==> config.mk <==
export PLATFORM = sky130hd
export DESIGN_NAME = conv_scan_ctrl
export DESIGN_NICKNAME = d
export VERILOG_FILES = /design/src/rtl/conv_scan_pkg.sv /design/src/rtl/conv_scan_cnt.sv /design/src/rtl/conv_scan_ctrl.sv
export SDC_FILE = /design/constraint.sdc
export NUM_CORES = 1
export LEC_CHECK = 0
export CAP_MARGIN = 30
export CORE_MARGIN = 2
export CORE_UTILIZATION = 30
export CTS_CLUSTER_SIZE = 10
export DETAILED_ROUTE_END_ITERATION = 6
export DONT_BUFFER_PORTS = 1
export PLACE_DENSITY = 0.4
export SYNTH_ARGS = -nofsm -noshare
export SYNTH_HDL_FRONTEND = slang
export SYNTH_HIERARCHICAL = 1
export SYNTH_SLANG_ARGS = --single-unit
==> constraint.sdc <==
create_clock -name clk -period 6.6 [get_ports clk]
set_clock_uncertainty 0.1 [all_clocks]
set_input_delay 1.32 -clock clk [delete_from_list [all_inputs] [get_ports clk]]
set_output_delay 1.32 -clock clk [all_outputs]
set_load 0.005 [all_outputs]
==> src/rtl/conv_scan_pkg.sv <==
// conv_scan_pkg: shared types for the convolution scan controller.
//   state_e     - scan FSM states
//   res_t       - captured result record at the default widths
//   COORD_W_DEF - default coordinate width
//   RES_W_DEF   - default result width
package conv_scan_pkg;

  localparam int COORD_W_DEF = 24;
  localparam int RES_W_DEF   = 171;

  typedef enum logic [2:0] {
    IDLE  = 3'd0,
    ISSUE = 3'd1,
    WAIT  = 3'd2,
    HOLD  = 3'd3,
    FIN   = 3'd4
  } state_e;

  typedef struct packed {
    logic [RES_W_DEF-1:0]   data;
    logic [COORD_W_DEF-1:0] row;
    logic [COORD_W_DEF-1:0] col;
    logic                   last;
  } res_t;

endpackage

==> src/rtl/conv_scan_cnt.sv <==
// conv_scan_cnt: 2-D raster position counter with a fixed stride.
// Ports:
//   clk, reset       - clock, synchronous active-high reset
//   load             - latch rows_in/cols_in and restart at (0,0)
//   step             - advance to the next raster position
//   rows_in, cols_in - grid dimensions sampled on load
//   row, col         - current position
//   last             - current position is the final one of the grid
module conv_scan_cnt
  import conv_scan_pkg::*;
#(
  parameter int COORD_W = COORD_W_DEF,
  parameter int STRIDE  = 1
) (
  input  logic               clk,
  input  logic               reset,
  input  logic               load,
  input  logic               step,
  input  logic [COORD_W-1:0] rows_in,
  input  logic [COORD_W-1:0] cols_in,
  output logic [COORD_W-1:0] row,
  output logic [COORD_W-1:0] col,
  output logic               last
);

  localparam logic [COORD_W:0] STEP_W = (COORD_W+1)'(STRIDE);

  logic [COORD_W-1:0] rows_r;
  logic [COORD_W-1:0] cols_r;
  logic [COORD_W-1:0] row_r;
  logic [COORD_W-1:0] col_r;
  logic [COORD_W:0]   col_nxt_s;
  logic [COORD_W:0]   row_nxt_s;
  logic               col_wrap_s;
  logic               row_end_s;

  // Next position computed one bit wider so a stride near the top of the range cannot wrap.
  always_comb begin
    col_nxt_s  = {1'b0, col_r} + STEP_W;
    row_nxt_s  = {1'b0, row_r} + STEP_W;
    col_wrap_s = (col_nxt_s >= {1'b0, cols_r});
    row_end_s  = (row_nxt_s >= {1'b0, rows_r});
  end

  // Dimension latch and raster position registers.
  always_ff @(posedge clk) begin
    if (reset) begin
      rows_r <= {COORD_W{1'b0}};
      cols_r <= {COORD_W{1'b0}};
      row_r  <= {COORD_W{1'b0}};
      col_r  <= {COORD_W{1'b0}};
    end else if (load) begin
      rows_r <= rows_in;
      cols_r <= cols_in;
      row_r  <= {COORD_W{1'b0}};
      col_r  <= {COORD_W{1'b0}};
    end else if (step) begin
      if (col_wrap_s) begin
        col_r <= {COORD_W{1'b0}};
        row_r <= row_nxt_s[COORD_W-1:0];
      end else begin
        col_r <= col_nxt_s[COORD_W-1:0];
      end
    end
  end

  assign row  = row_r;
  assign col  = col_r;
  assign last = col_wrap_s & row_end_s;

endmodule

==> src/rtl/conv_scan_ctrl.sv <==
// conv_scan_ctrl: walks an output grid in raster order, issues one request per
// position to the conv engine, and forwards each result on a valid/ready channel.
// Ports:
//   clk, reset                  - clock, synchronous active-high reset
//   cfg_go, cfg_rows, cfg_cols  - scan command and grid size (accepted only when idle)
//   busy, done                  - scan in progress / one-cycle completion pulse
//   start, row, col             - request to the engine
//   o_valid, o                  - engine result
//   res_valid, res_ready        - downstream handshake
//   res_data, res_row, res_col, res_last - captured result and its tags
//   err_timeout                 - sticky reply timeout (only with CONV_SCAN_TIMEOUT_EN)
// Build option: define CONV_SCAN_TIMEOUT_EN to bound the wait for o_valid by
// TIMEOUT_CYCLES; the scan then ends early with err_timeout set.
module conv_scan_ctrl
  import conv_scan_pkg::*;
#(
  parameter int COORD_W = COORD_W_DEF,
  parameter int RES_W   = RES_W_DEF,
  parameter int STRIDE  = 1
`ifdef CONV_SCAN_TIMEOUT_EN
  , parameter int TIMEOUT_CYCLES = 1024
`endif
) (
  input  logic               clk,
  input  logic               reset,
  input  logic               cfg_go,
  input  logic [COORD_W-1:0] cfg_rows,
  input  logic [COORD_W-1:0] cfg_cols,
  output logic               busy,
  output logic               done,
  output logic               start,
  output logic [COORD_W-1:0] row,
  output logic [COORD_W-1:0] col,
  input  logic               o_valid,
  input  logic [RES_W-1:0]   o,
  output logic               res_valid,
  input  logic               res_ready,
  output logic [RES_W-1:0]   res_data,
  output logic [COORD_W-1:0] res_row,
  output logic [COORD_W-1:0] res_col,
  output logic               res_last
`ifdef CONV_SCAN_TIMEOUT_EN
  , output logic             err_timeout
`endif
);

`ifdef CONV_SCAN_TIMEOUT_EN
  localparam int TO_W = $clog2(TIMEOUT_CYCLES + 1);
  localparam logic [TO_W-1:0] TO_LAST = TO_W'(TIMEOUT_CYCLES - 1);
  logic [TO_W-1:0] wait_cnt_r;
  logic            err_timeout_r;
`endif

  state_e             state_r;
  logic               busy_r;
  logic               done_r;
  logic               start_r;
  logic               res_valid_r;
  logic [RES_W-1:0]   res_data_r;
  logic [COORD_W-1:0] res_row_r;
  logic [COORD_W-1:0] res_col_r;
  logic               res_last_r;

  logic               load_s;
  logic               step_s;
  logic               hshake_s;
  logic               dims_zero_s;
  logic               cnt_last_s;
  logic [COORD_W-1:0] cnt_row_s;
  logic [COORD_W-1:0] cnt_col_s;

  // Counter control: load on an accepted go, step on a non-final handshake.
  always_comb begin
    load_s      = 1'b0;
    step_s      = 1'b0;
    hshake_s    = res_valid_r & res_ready;
    dims_zero_s = (cfg_rows == {COORD_W{1'b0}}) || (cfg_cols == {COORD_W{1'b0}});
    if (state_r == IDLE) begin
      load_s = cfg_go;
    end else if (state_r == HOLD) begin
      step_s = hshake_s & ~cnt_last_s;
    end else begin
      load_s = 1'b0;
      step_s = 1'b0;
    end
  end

  conv_scan_cnt #(
    .COORD_W (COORD_W),
    .STRIDE  (STRIDE)
  ) u_cnt (
    .clk     (clk),
    .reset   (reset),
    .load    (load_s),
    .step    (step_s),
    .rows_in (cfg_rows),
    .cols_in (cfg_cols),
    .row     (cnt_row_s),
    .col     (cnt_col_s),
    .last    (cnt_last_s)
  );

  // Scan FSM with registered strobes and result capture.
  always_ff @(posedge clk) begin
    if (reset) begin
      state_r     <= IDLE;
      busy_r      <= 1'b0;
      done_r      <= 1'b0;
      start_r     <= 1'b0;
      res_valid_r <= 1'b0;
      res_data_r  <= {RES_W{1'b0}};
      res_row_r   <= {COORD_W{1'b0}};
      res_col_r   <= {COORD_W{1'b0}};
      res_last_r  <= 1'b0;
`ifdef CONV_SCAN_TIMEOUT_EN
      wait_cnt_r    <= {TO_W{1'b0}};
      err_timeout_r <= 1'b0;
`endif
    end else begin
      start_r <= 1'b0;
      done_r  <= 1'b0;
      case (state_r)
        IDLE: begin
          if (cfg_go) begin
            busy_r <= 1'b1;
`ifdef CONV_SCAN_TIMEOUT_EN
            err_timeout_r <= 1'b0;
`endif
            // An empty grid still produces a busy cycle and a done pulse.
            if (dims_zero_s) begin
              state_r <= FIN;
            end else begin
              start_r <= 1'b1;
              state_r <= ISSUE;
            end
          end
        end
        ISSUE: begin
          state_r <= WAIT;
`ifdef CONV_SCAN_TIMEOUT_EN
          wait_cnt_r <= {TO_W{1'b0}};
`endif
        end
        WAIT: begin
          if (o_valid) begin
            res_valid_r <= 1'b1;
            res_data_r  <= o;
            res_row_r   <= cnt_row_s;
            res_col_r   <= cnt_col_s;
            res_last_r  <= cnt_last_s;
            state_r     <= HOLD;
          end else begin
`ifdef CONV_SCAN_TIMEOUT_EN
            if (wait_cnt_r == TO_LAST) begin
              err_timeout_r <= 1'b1;
              state_r       <= FIN;
            end else begin
              wait_cnt_r <= wait_cnt_r + {{(TO_W-1){1'b0}}, 1'b1};
            end
`endif
          end
        end
        HOLD: begin
          if (hshake_s) begin
            res_valid_r <= 1'b0;
            res_last_r  <= 1'b0;
            if (cnt_last_s) begin
              state_r <= FIN;
            end else begin
              start_r <= 1'b1;
              state_r <= ISSUE;
            end
          end
        end
        FIN: begin
          done_r  <= 1'b1;
          busy_r  <= 1'b0;
          state_r <= IDLE;
        end
        default: begin
          state_r     <= IDLE;
          busy_r      <= 1'b0;
          res_valid_r <= 1'b0;
          res_last_r  <= 1'b0;
        end
      endcase
    end
  end

  assign busy      = busy_r;
  assign done      = done_r;
  assign start     = start_r;
  assign row       = cnt_row_s;
  assign col       = cnt_col_s;
  assign res_valid = res_valid_r;
  assign res_data  = res_data_r;
  assign res_row   = res_row_r;
  assign res_col   = res_col_r;
  assign res_last  = res_last_r;
`ifdef CONV_SCAN_TIMEOUT_EN
  assign err_timeout = err_timeout_r;
`endif

endmodule
==> impl_metrics.toml, run 1 <==
[worst_setup_path]
critical_path_class = "flop to flop"
cp_data_required_time_ns = 6.97
reg2reg_depth = 17
worst_r2r_endpoint = "u_cnt/row[14]"
r2r_start = "u_cnt/col[2]"
cp_slowest_cell = "dfxtp_1"
critPathMaxStageDelay_ns = 0.55
crit_path_max_fanout = 18
reg2reg_setup_slack_ns = 1.33
cp-end-kind = "flop"
path_cells = "nand3_1 -> nor3_1 -> nand2_1 -> nor3_1 -> xor2_1 -> ha_1 -> nand4_1 -> nor4_1 -> a22oi_1 -> nand3_2 -> nor2_2 -> a21oi_1 -> nor3_2 -> buf_4 -> o21ai_2 -> or4_1 -> a21oi_1"
start_kind = "flop"
cp.arrival_ns = 5.63

[logic_synthesis]
synth_seq_cells = 323
seq_area_frac_synth_pct = 46.7
synth_edf_count = 0
syn_area_per_cell_um2 = 8.11
synth-main-ff-cell = "dfxtp_1"
syn_nets = 1981
yosysWarnings = 6
synth_area_mm2 = 0.0138
syn_inst = 1707
synth_cell_types = 59
async_reset_ff_share_pct = 0

[power]
max-vdd-ir-drop_uv = 182
p_leak_uw = 0.00553
p_per_area_mw_per_mm2 = 344

[timing]
setup_viol = 0
slew_violations = 0
tightest_slew_ns = 0.975
setup_ws_ns = 1.33
finalCritPeriodShare_pct = 79.8
rsz0062_at_grt = "false"
hold_viol = 0
max_slew_margin_pct = 35.0
tns_ns = 0
min_period_ns = 5.27
maxClockFrequency_mhz = 190

[global_route]
grt_overflow = 0
antenna_found_initial = 1
grt_pass1_vias = 10600
grt_first_pass_wirelength_mm = 68.2
grt_max_degree = 278
grt_use_total_pct = 18.5

[route]
drt_iter0_markers = 755
avgViaCountPerCell = 5.00
vias = 11400
drc = 0
ant_nets = 0
wl_mm = 47.0
drt-wirelength-per-cell_um = 20.7
firstDrtPassIters = 5

[layout]
drive_gt1_share_pct = 4.85
instances_no_fill = 2270
areaGrowthSynthToFinish_pct = 11.3
layout.nets = 1925
n_fill_cell = 4878

[clock_network]
clock_path_buffers = 3
post_cts_resized = 0
cts_tree = "built"
clkSinkCount = 323
cts_htree_levels = 2
ctsRootBufferMaster = "clkbuf_16"
clkTransAtPathRegs_ns = 0.05
postCtsSetupBuffers = 0
cts-buffers-inserted = 41
cts_hold_buf = 0
clkLatencyLatePin_ns = 0.54

[floorplan]
die_w_um = 219
ios = 496
core_area_mm2 = 0.0455
dieArea_mm2 = 0.0479
num_rows = 78
start_util_pct = 30.4
die_y_um = 219

[run_status]
status = "finished, final reports clean"

[min_path]
hp-start = "res_row[0]"
min_to = "res_row[0]"
holdPathStages = 2
hold_path.class = "flop to flop"

[place]
dp_cells = 2208
port_buffers = 0
dp_slack_ns = 1.35
gp_congestion = 0.827
post-dp-hpwl_mm = 33.7

[run]
maxCapViolCount = 0
## cell type report
| class | instances | area, µm² | area share [%] |
|---|---|---|---|
| inverter | 54 | 203 | 1.32 |
| antenna | 1 | 2.50 | 0.0163 |
| clock inverter | 6 | 86.3 | 0.561 |
| sequential | 323 | 6470 | 42.0 |
| multi-input combinational | 1217 | 6550 | 42.5 |
| tap | 600 | 751 | 4.88 |
| clock buffer | 55 | 1180 | 7.67 |
| timing repair buffer | 14 | 158 | 1.02 |
## stage by stage
stage	total power (µW)	hold slack, ns	area, µm²	util (%)
floorplan	3010	0.353	13800	-
finish	5290	0.371	15400	33.9
global route	5580	0.394	15400	33.9
CTS	5390	0.373	15400	33.9
global placement	3170	0.362	14100	30.9
detailed placement	3200	0.365	14100	31.1
## layer usage
layer	track usage, %	wire length (µm)	share of wire [%]	vias up
met3	5.37	3640	7.7	58
li1	-	-	-	5622
met2	31.0	22600	48	354
met1	22.9	19800	42	5325
met5	0	0	0	-
met4	5.38	985	2.1	0
## flip-flops by register name, summed over array words and instances, names as in the netlist, 3 cells and up
name,count
u_cnt/row,24
u_cnt/cols_r,24
res_col,24
u_cnt/rows_r,24
res_data,171
res_row,24
u_cnt/col,24
state_r,3
## kinds of logic (layout without fill, tap and decap cells)
logic type / after synthesis / after routing / share of synthesized area, %
AO/OA/AOI/OAI: 341 / 341 / 13.5
XOR/XNOR: 54 / 54 / 3.42
AND/OR/NAND/NOR: 724 / 724 / 22.2
multiplexers: 48 / 48 / 3.47
flip-flops: 323 / 323 / 46.7
other: 0 / 1 / 0
buffers and inverters: 167 / 129 / 6.09
adder cells (fa/ha/maj): 50 / 50 / 4.52
## cells in the mapped netlist (10+ instances only)
cell type	n	area, µm²
nand2_1	492	1850
dfxtp_1	323	6470
a21oi_1	265	1330
nor2_1	82	308
inv_1	54	203
clkbuf_1	50	188
ha_1	50	626
mux2i_1	48	480
nand3_1	37	185
buf_2	28	140
xor2_1	28	245
xnor2_1	26	228
buf_6	23	259
o21ai_0	20	100
nor3_1	18	90.1
nor4_1	17	106
nand2b_1	16	100
nand4_1	13	81.3
or3_1	10	62.6
## worst max-delay path: cells and delay by family (launching register included)
kind	cells	cell delay [ns]
buffers and inverters	1	0.24
adder cells (fa/ha/maj)	1	0.31
AND/OR/NAND/NOR	10	2.90
AO/OA/AOI/OAI	4	0.77
flip-flops	1	0.55
XOR/XNOR	1	0.30
## worst max-delay path by stage
stage | startpoint | end | slack (ns) | cells past startpoint
final | u_cnt/col[2] | u_cnt/row[14] | 1.33 | 17
after global routing | u_cnt/col[0] | u_cnt/row[2] | 0.87 | 17
after CTS | u_cnt/col[0] | u_cnt/row[14] | 1.32 | 17
after detailed placement | u_cnt/col[0] | u_cnt/row[14] | 1.35 | 17
after global placement | u_cnt/col[0] | u_cnt/row[14] | 1.56 | 17
after floorplan | u_cnt/col[2] | u_cnt/col[1] | 1.78 | 20
## power breakdown
part / switching [µW] / total (µW) / internal (µW)
Sequential: 160 / 2290 / 2130
Clock: 836 / 2150 / 1310
Combinational: 562 / 850 / 289
Total: 1560 / 5290 / 3730
## placed cells by master, fill, tap and decap left out, types with 5 or more instances in the layout
master / n
nand2_1: 492
dfxtp_1: 323
a21oi_1: 265
nor2_1: 80
inv_1: 54
ha_1: 50
mux2i_1: 48
clkbuf_16: 43
nand3_1: 37
xor2_1: 28
xnor2_1: 26
o21ai_0: 20
nor3_1: 17
nor4_1: 17
nand2b_1: 16
nand4_1: 13
buf_4: 11
or3_1: 10
and3_1: 9
o31ai_1: 8
a31oi_1: 7
clkbuf_1: 6
clkbuf_8: 6
a21o_1: 6
o211ai_1: 6
o2111ai_1: 5
Power figures use the tool's default switching activity.
==> run 2, diff against run 1 <==
PLACE_DENSITY = 0.41   (was 0.4)
clock period = 4.7 ns   (was 6.6 ns; I/O delays follow)
==> run 2 against run 1 <==
- sequential share of layout area shrank 0.56 points
- critical endpoint is now u_cnt/col[14]
- first-iteration DRC count shrank 7.5%
- non-clock buffer count grew 42
- combinational power grew 39%
- final area grew 1.4%
- routed wire length shrank 0.36%
- cell count grew 1.5%
- worst hold slack lost 0.011 ns
==> impl_metrics.toml, run 2 (synthesis results as in run 1) <==
[timing]
finalCritPeriodShare_pct = 93.2
setup_viol = 0
rsz0062_at_grt = "false"
hold_viol = 0
maxClockFrequency_mhz = 228
max_slew_margin_pct = 25.9
tightest_slew_ns = 1.11
slew_violations = 0
tns_ns = 0
min_period_ns = 4.38
hold_ws_ns = 0.360

[layout]
postLayoutCoreUtil_pct = 34.3
areaGrowthSynthToFinish_pct = 12.8
largest_reg_flops = 171
drive_gt1_share_pct = 7.22
final_cell_mix = "492 x nand2_1, 322 x dfxtp_1, 265 x a21oi_1"
final_area_mm2 = 0.0156
final_common_cell = "nand2_1"
layout.nets = 1966

[power]
p_clk_share_pct = 39.0
p_switching_uw = 2140
p_leak_uw = 0.00570
internal-power_uw = 5060
max-vdd-ir-drop_uv = 262
pwr-share-comb_pct = 16.4
sequentialPowerShare_pct = 44.6
swShare_pct = 29.7
p_per_area_mw_per_mm2 = 462

[route]
ant_nets = 0
drt-wirelength-per-cell_um = 20.3
firstDrtPassIters = 5
wl_mm = 46.9
avgViaCountPerCell = 5.00
vias = 11500
drc = 0
drt_iter0_markers = 698

[worst_setup_path]
cp_data_required_time_ns = 5.08
reg2reg_setup_slack_ns = 0.32
cp.arrival_ns = 4.76
critical_path_class = "flop to flop"
worst_r2r_endpoint = "u_cnt/col[14]"
start_kind = "flop"
cp-end-kind = "flop"
crit_path_max_fanout = 49
reg2reg_depth = 19
r2r_start = "u_cnt/row[1]"

[global_route]
grt_first_pass_wirelength_mm = 68.3
grt_overflow = 0
grt_pass1_vias = 10900
grt_max_degree = 278
grt_use_total_pct = 18.5
antenna_found_initial = 1

[clock_network]
clock_path_buffers = 3
cts_htree_levels = 2
postCtsSetupBuffers = 0
cts_tree = "built"
clkSinkCount = 323
cts_hold_buf = 0
cts-buffers-inserted = 40
clkTransAtPathRegs_ns = 0.06
clkLatencyLatePin_ns = 0.55
ctsRootBufferMaster = "clkbuf_16"
post_cts_resized = 0

[run_status]
status = "finished, final reports clean"

[floorplan]
start_util_pct = 30.4
die_y_um = 219
core_area_mm2 = 0.0455
dieArea_mm2 = 0.0479
num_rows = 78
ios = 496
die_w_um = 219

[run]
maxCapViolCount = 0

[place]
gp_congestion = 0.841
port_buffers = 0
place_area_mm2 = 0.0144
post-dp-hpwl_mm = 33.8

[min_path]
holdPathStages = 1
min_to = "res_row[0]"
hp-start = "reset"
hold_path.class = "input pin to flop"
==> run 2: cell count changes in the layout (fill, tap and decap cells not counted), moves of 2 or more <==
cell and change:
nor3_2 +2, buf_16 -2, clkbuf_8 -2, buf_12 +2, buf_4 +41, nor3_1 -3, clkbuf_16 -2
==> run 2: worst max-delay path: stages, from the launching register on <==
cell     delay, ns
dfxtp_2       0.38
ha_1          0.22
and3_2        0.26
and4_2        0.31
and3_1        0.23
and2_2        0.24
nand2_1       0.08
xnor2_1       0.23
ha_1          0.29
nand2_1       0.10
nor4_1        0.06
a221o_1       0.33
o21ai_1       0.17
a21oi_1       0.15
nor3_4        0.25
buf_4         0.19
buf_12        0.21
nor4b_1       0.26
o21ai_0       0.12
nand2_1       0.08
==> run 2: worst max path at each step <==
stage | slack [ns] | to | cells after the start | startpoint
after floorplan | 0.09 | u_cnt/col[1] | 20 | u_cnt/col[0]
after global placement | 0.21 | u_cnt/col[14] | 19 | u_cnt/row[1]
after detailed placement | 0.07 | u_cnt/col[14] | 19 | u_cnt/row[1]
after CTS | 0.01 | u_cnt/col[14] | 19 | u_cnt/row[1]
after global routing | 0.008 | u_cnt/col[14] | 19 | u_cnt/row[1]
final | 0.32 | u_cnt/col[14] | 19 | u_cnt/row[1]
==> run 2: stage by stage <==
step | instances | setup WS [ns] | total power [µW]
6_report | 2305 | 0.320 | 7210
5_1_grt | 2304 | 0.00830 | 7610
4_1_cts | 2304 | 0.0101 | 7340
3_5_place_dp | 2250 | 0.0681 | 4480
3_3_place_gp | 2249 | 0.214 | 4450
2_1_floorplan | 1707 | 0.0922 | 4230
==> run 2: metal layers <==
layer | global-route usage [%] | part of all wire [%] | vias to the layer above
met1 | 22.4 | 41 | 5396
met5 | 0 | 0 | -
li1 | - | - | 5679
met2 | 31.1 | 48 | 372
met3 | 5.82 | 8.1 | 74
met4 | 5.92 | 2.8 | 0
==> run 2: cell type report <==
type | instances | area, µm²
Clock buffer | 51 | 1100
Fill cell | 4885 | 29900
Antenna cell | 1 | 2.50
Tap cell | 600 | 751
Inverter | 54 | 203
Sequential cell | 323 | 6470
Timing Repair Buffer | 56 | 462
Clock inverter | 3 | 43.8
Multi-Input combinational cell | 1217 | 6580
==> run 2: power by group through the flow <==
stage | Clock, µW | Combinational, µW | Sequential [µW]
2_1_floorplan | 0 | 1050 | 3180
3_3_place_gp | 0 | 1170 | 3280
6_report | 2810 | 1180 | 3220
3_5_place_dp | 0 | 1190 | 3280
5_1_grt | 3030 | 1340 | 3250
4_1_cts | 2920 | 1200 | 3220
==> run 3, diff against run 2 <==
PLACE_DENSITY = 0.4   (was 0.41)
clock period = 5.05 ns   (was 4.7 ns; I/O delays follow)
==> run 3 against run 2 <==
- total power down 5.4%
- final area down 0.51%
- cell count down 0.56%
- critical endpoint is now u_cnt/row[23]
==> impl_metrics.toml, run 3 (synthesis results as in run 1) <==
[floorplan]
core_area_mm2 = 0.0455
die_y_um = 219
start_util_pct = 30.4
num_rows = 78
dieArea_mm2 = 0.0479
ios = 496
die_w_um = 219

[worst_setup_path]
crit_path_max_fanout = 13
cp.arrival_ns = 4.99
critical_path_class = "flop to flop"
start_kind = "flop"
path_cells = "ha_1 -> and3_1 -> and4_1 -> and3_1 -> and2_1 -> nand2_1 -> xnor2_1 -> ha_1 -> nand2_1 -> nor4_1 -> a221o_1 -> o21ai_0 -> a21oi_1 -> nor3_4 -> buf_4 -> o211ai_1 -> or3_1 -> a21oi_1"
critPathMaxStageDelay_ns = 0.44
cp-end-kind = "flop"
crit_buf_inv = 1
cp_data_required_time_ns = 5.42
cp_top_family = "simple AND/OR/NAND/NOR gates"
cp_slowest_cell = "dfxtp_1"

[layout]
layout.nets = 1949
n_fill_cell = 4835
drive_gt1_share_pct = 6.15
final_area_mm2 = 0.0155
final_common_cell = "nand2_1"
final_cell_mix = "492 x nand2_1, 323 x dfxtp_1, 265 x a21oi_1"
postLayoutCoreUtil_pct = 34.1
largest_reg_flops = 171
areaGrowthSynthToFinish_pct = 12.2

[global_route]
grt_pass1_vias = 10900
grt_max_degree = 278
grt_use_total_pct = 18.9
antenna_found_initial = 1
grt_overflow = 0
grt_first_pass_wirelength_mm = 69.3

[run]
maxCapViolCount = 0

[power]
p_switching_uw = 2050
p_leak_uw = 0.00563
p_clk_share_pct = 39.7
max-vdd-ir-drop_uv = 251
power_uw = 6810
internal-power_uw = 4760
pwr-share-comb_pct = 16.4
sequentialPowerShare_pct = 44.0
p_per_area_mw_per_mm2 = 439
swShare_pct = 30.1

[timing]
hold_viol = 0
tns_ns = 0
min_period_ns = 4.62
rsz0062_at_grt = "false"
finalCritPeriodShare_pct = 91.4
setup_viol = 0
tightest_slew_ns = 1.20
max_slew_margin_pct = 20.1
slew_violations = 0
maxClockFrequency_mhz = 217
setup_ws_ns = 0.434

[run_status]
status = "finished, final reports clean"

[route]
wl_mm = 47.4
avgViaCountPerCell = 4.99
drc = 0
drt-wirelength-per-cell_um = 20.7
firstDrtPassIters = 5
vias = 11400
drt_iter0_markers = 746
ant_nets = 0

[place]
dp_slack_ns = 0.354
place_area_mm2 = 0.0143
post-dp-hpwl_mm = 34.0
port_buffers = 0
gp_congestion = 0.848

[clock_network]
postCtsSetupBuffers = 0
clkLatencyLatePin_ns = 0.55
cts_htree_levels = 2
cts_tree = "built"
clkSinkCount = 323
ctsRootBufferMaster = "clkbuf_16"
clock_path_buffers = 3
clkTransAtPathRegs_ns = 0.05
cts-buffers-inserted = 41

[min_path]
hold_path.class = "flop to flop"
==> run 3: final cells by class <==
type	instances	area [µm²]	area share (%)
antenna	1	2.50	0.0161
inverter	54	203	1.31
clock buffer	51	1130	7.25
clock inverter	8	75.1	0.483
timing repair buffer	38	335	2.16
multi-input combinational	1217	6570	42.3
tap	600	751	4.83
sequential	323	6470	41.6
==> run 3: power by group through the flow <==
stage / clock, µW / combinational [µW] / sequential [µW]
after floorplan: 0 / 979 / 2960
after global placement: 0 / 1100 / 3050
after detailed placement: 0 / 1130 / 3060
after CTS: 2810 / 1130 / 3000
after global routing: 2920 / 1260 / 3020
final: 2700 / 1120 / 3000
==> run 3: metrics by stage <==
step                      cells  hold WS, ns
after global placement     2230        0.360
after global routing       2291        0.380
after CTS                  2291        0.375
after floorplan            1707        0.353
final                      2292        0.373
after detailed placement   2232        0.366
==> run 3: what timing repair did <==
action                                  in CTS  in global routing
endpoints found under the setup margin       0                  9
hold buffers                                 0                  0
resized for setup                            0                  3
==> run 3: final timing paths <==
check / start / to / slack (ns) / cells past startpoint
worst max-delay path: u_cnt/row[1] / u_cnt/row[23] / 0.43 / 18
worst min-delay path: res_data[166] / res_data[166] / 0.37 / 2
worst max register to register: u_cnt/row[1] / u_cnt/row[23] / 0.43 / 18
worst min register to register: res_data[166] / res_data[166] / 0.37 / 2
==> run 3: routing by layer <==
metal | vias to the layer above | part of all wire, % | GRT usage [%]
li1 | 5660 | - | -
met1 | 5348 | 41 | 22.6
met2 | 372 | 48 | 32.2
met3 | 60 | 8.2 | 5.72
met4 | 0 | 2.3 | 6.17
met5 | - | 0 | 0
==> run 3: worst reg2reg max path, delay by kind of cell (launching register included) <==
kind                       cells  cell delay, ns
and+or+nand+nor                9            2.08
AOI/OAI and AO/OA              5            0.95
adders and majority gates      2            0.59
DFF                            1            0.44
buffers and inverters          1            0.26
xor gates and xnor gates       1            0.14
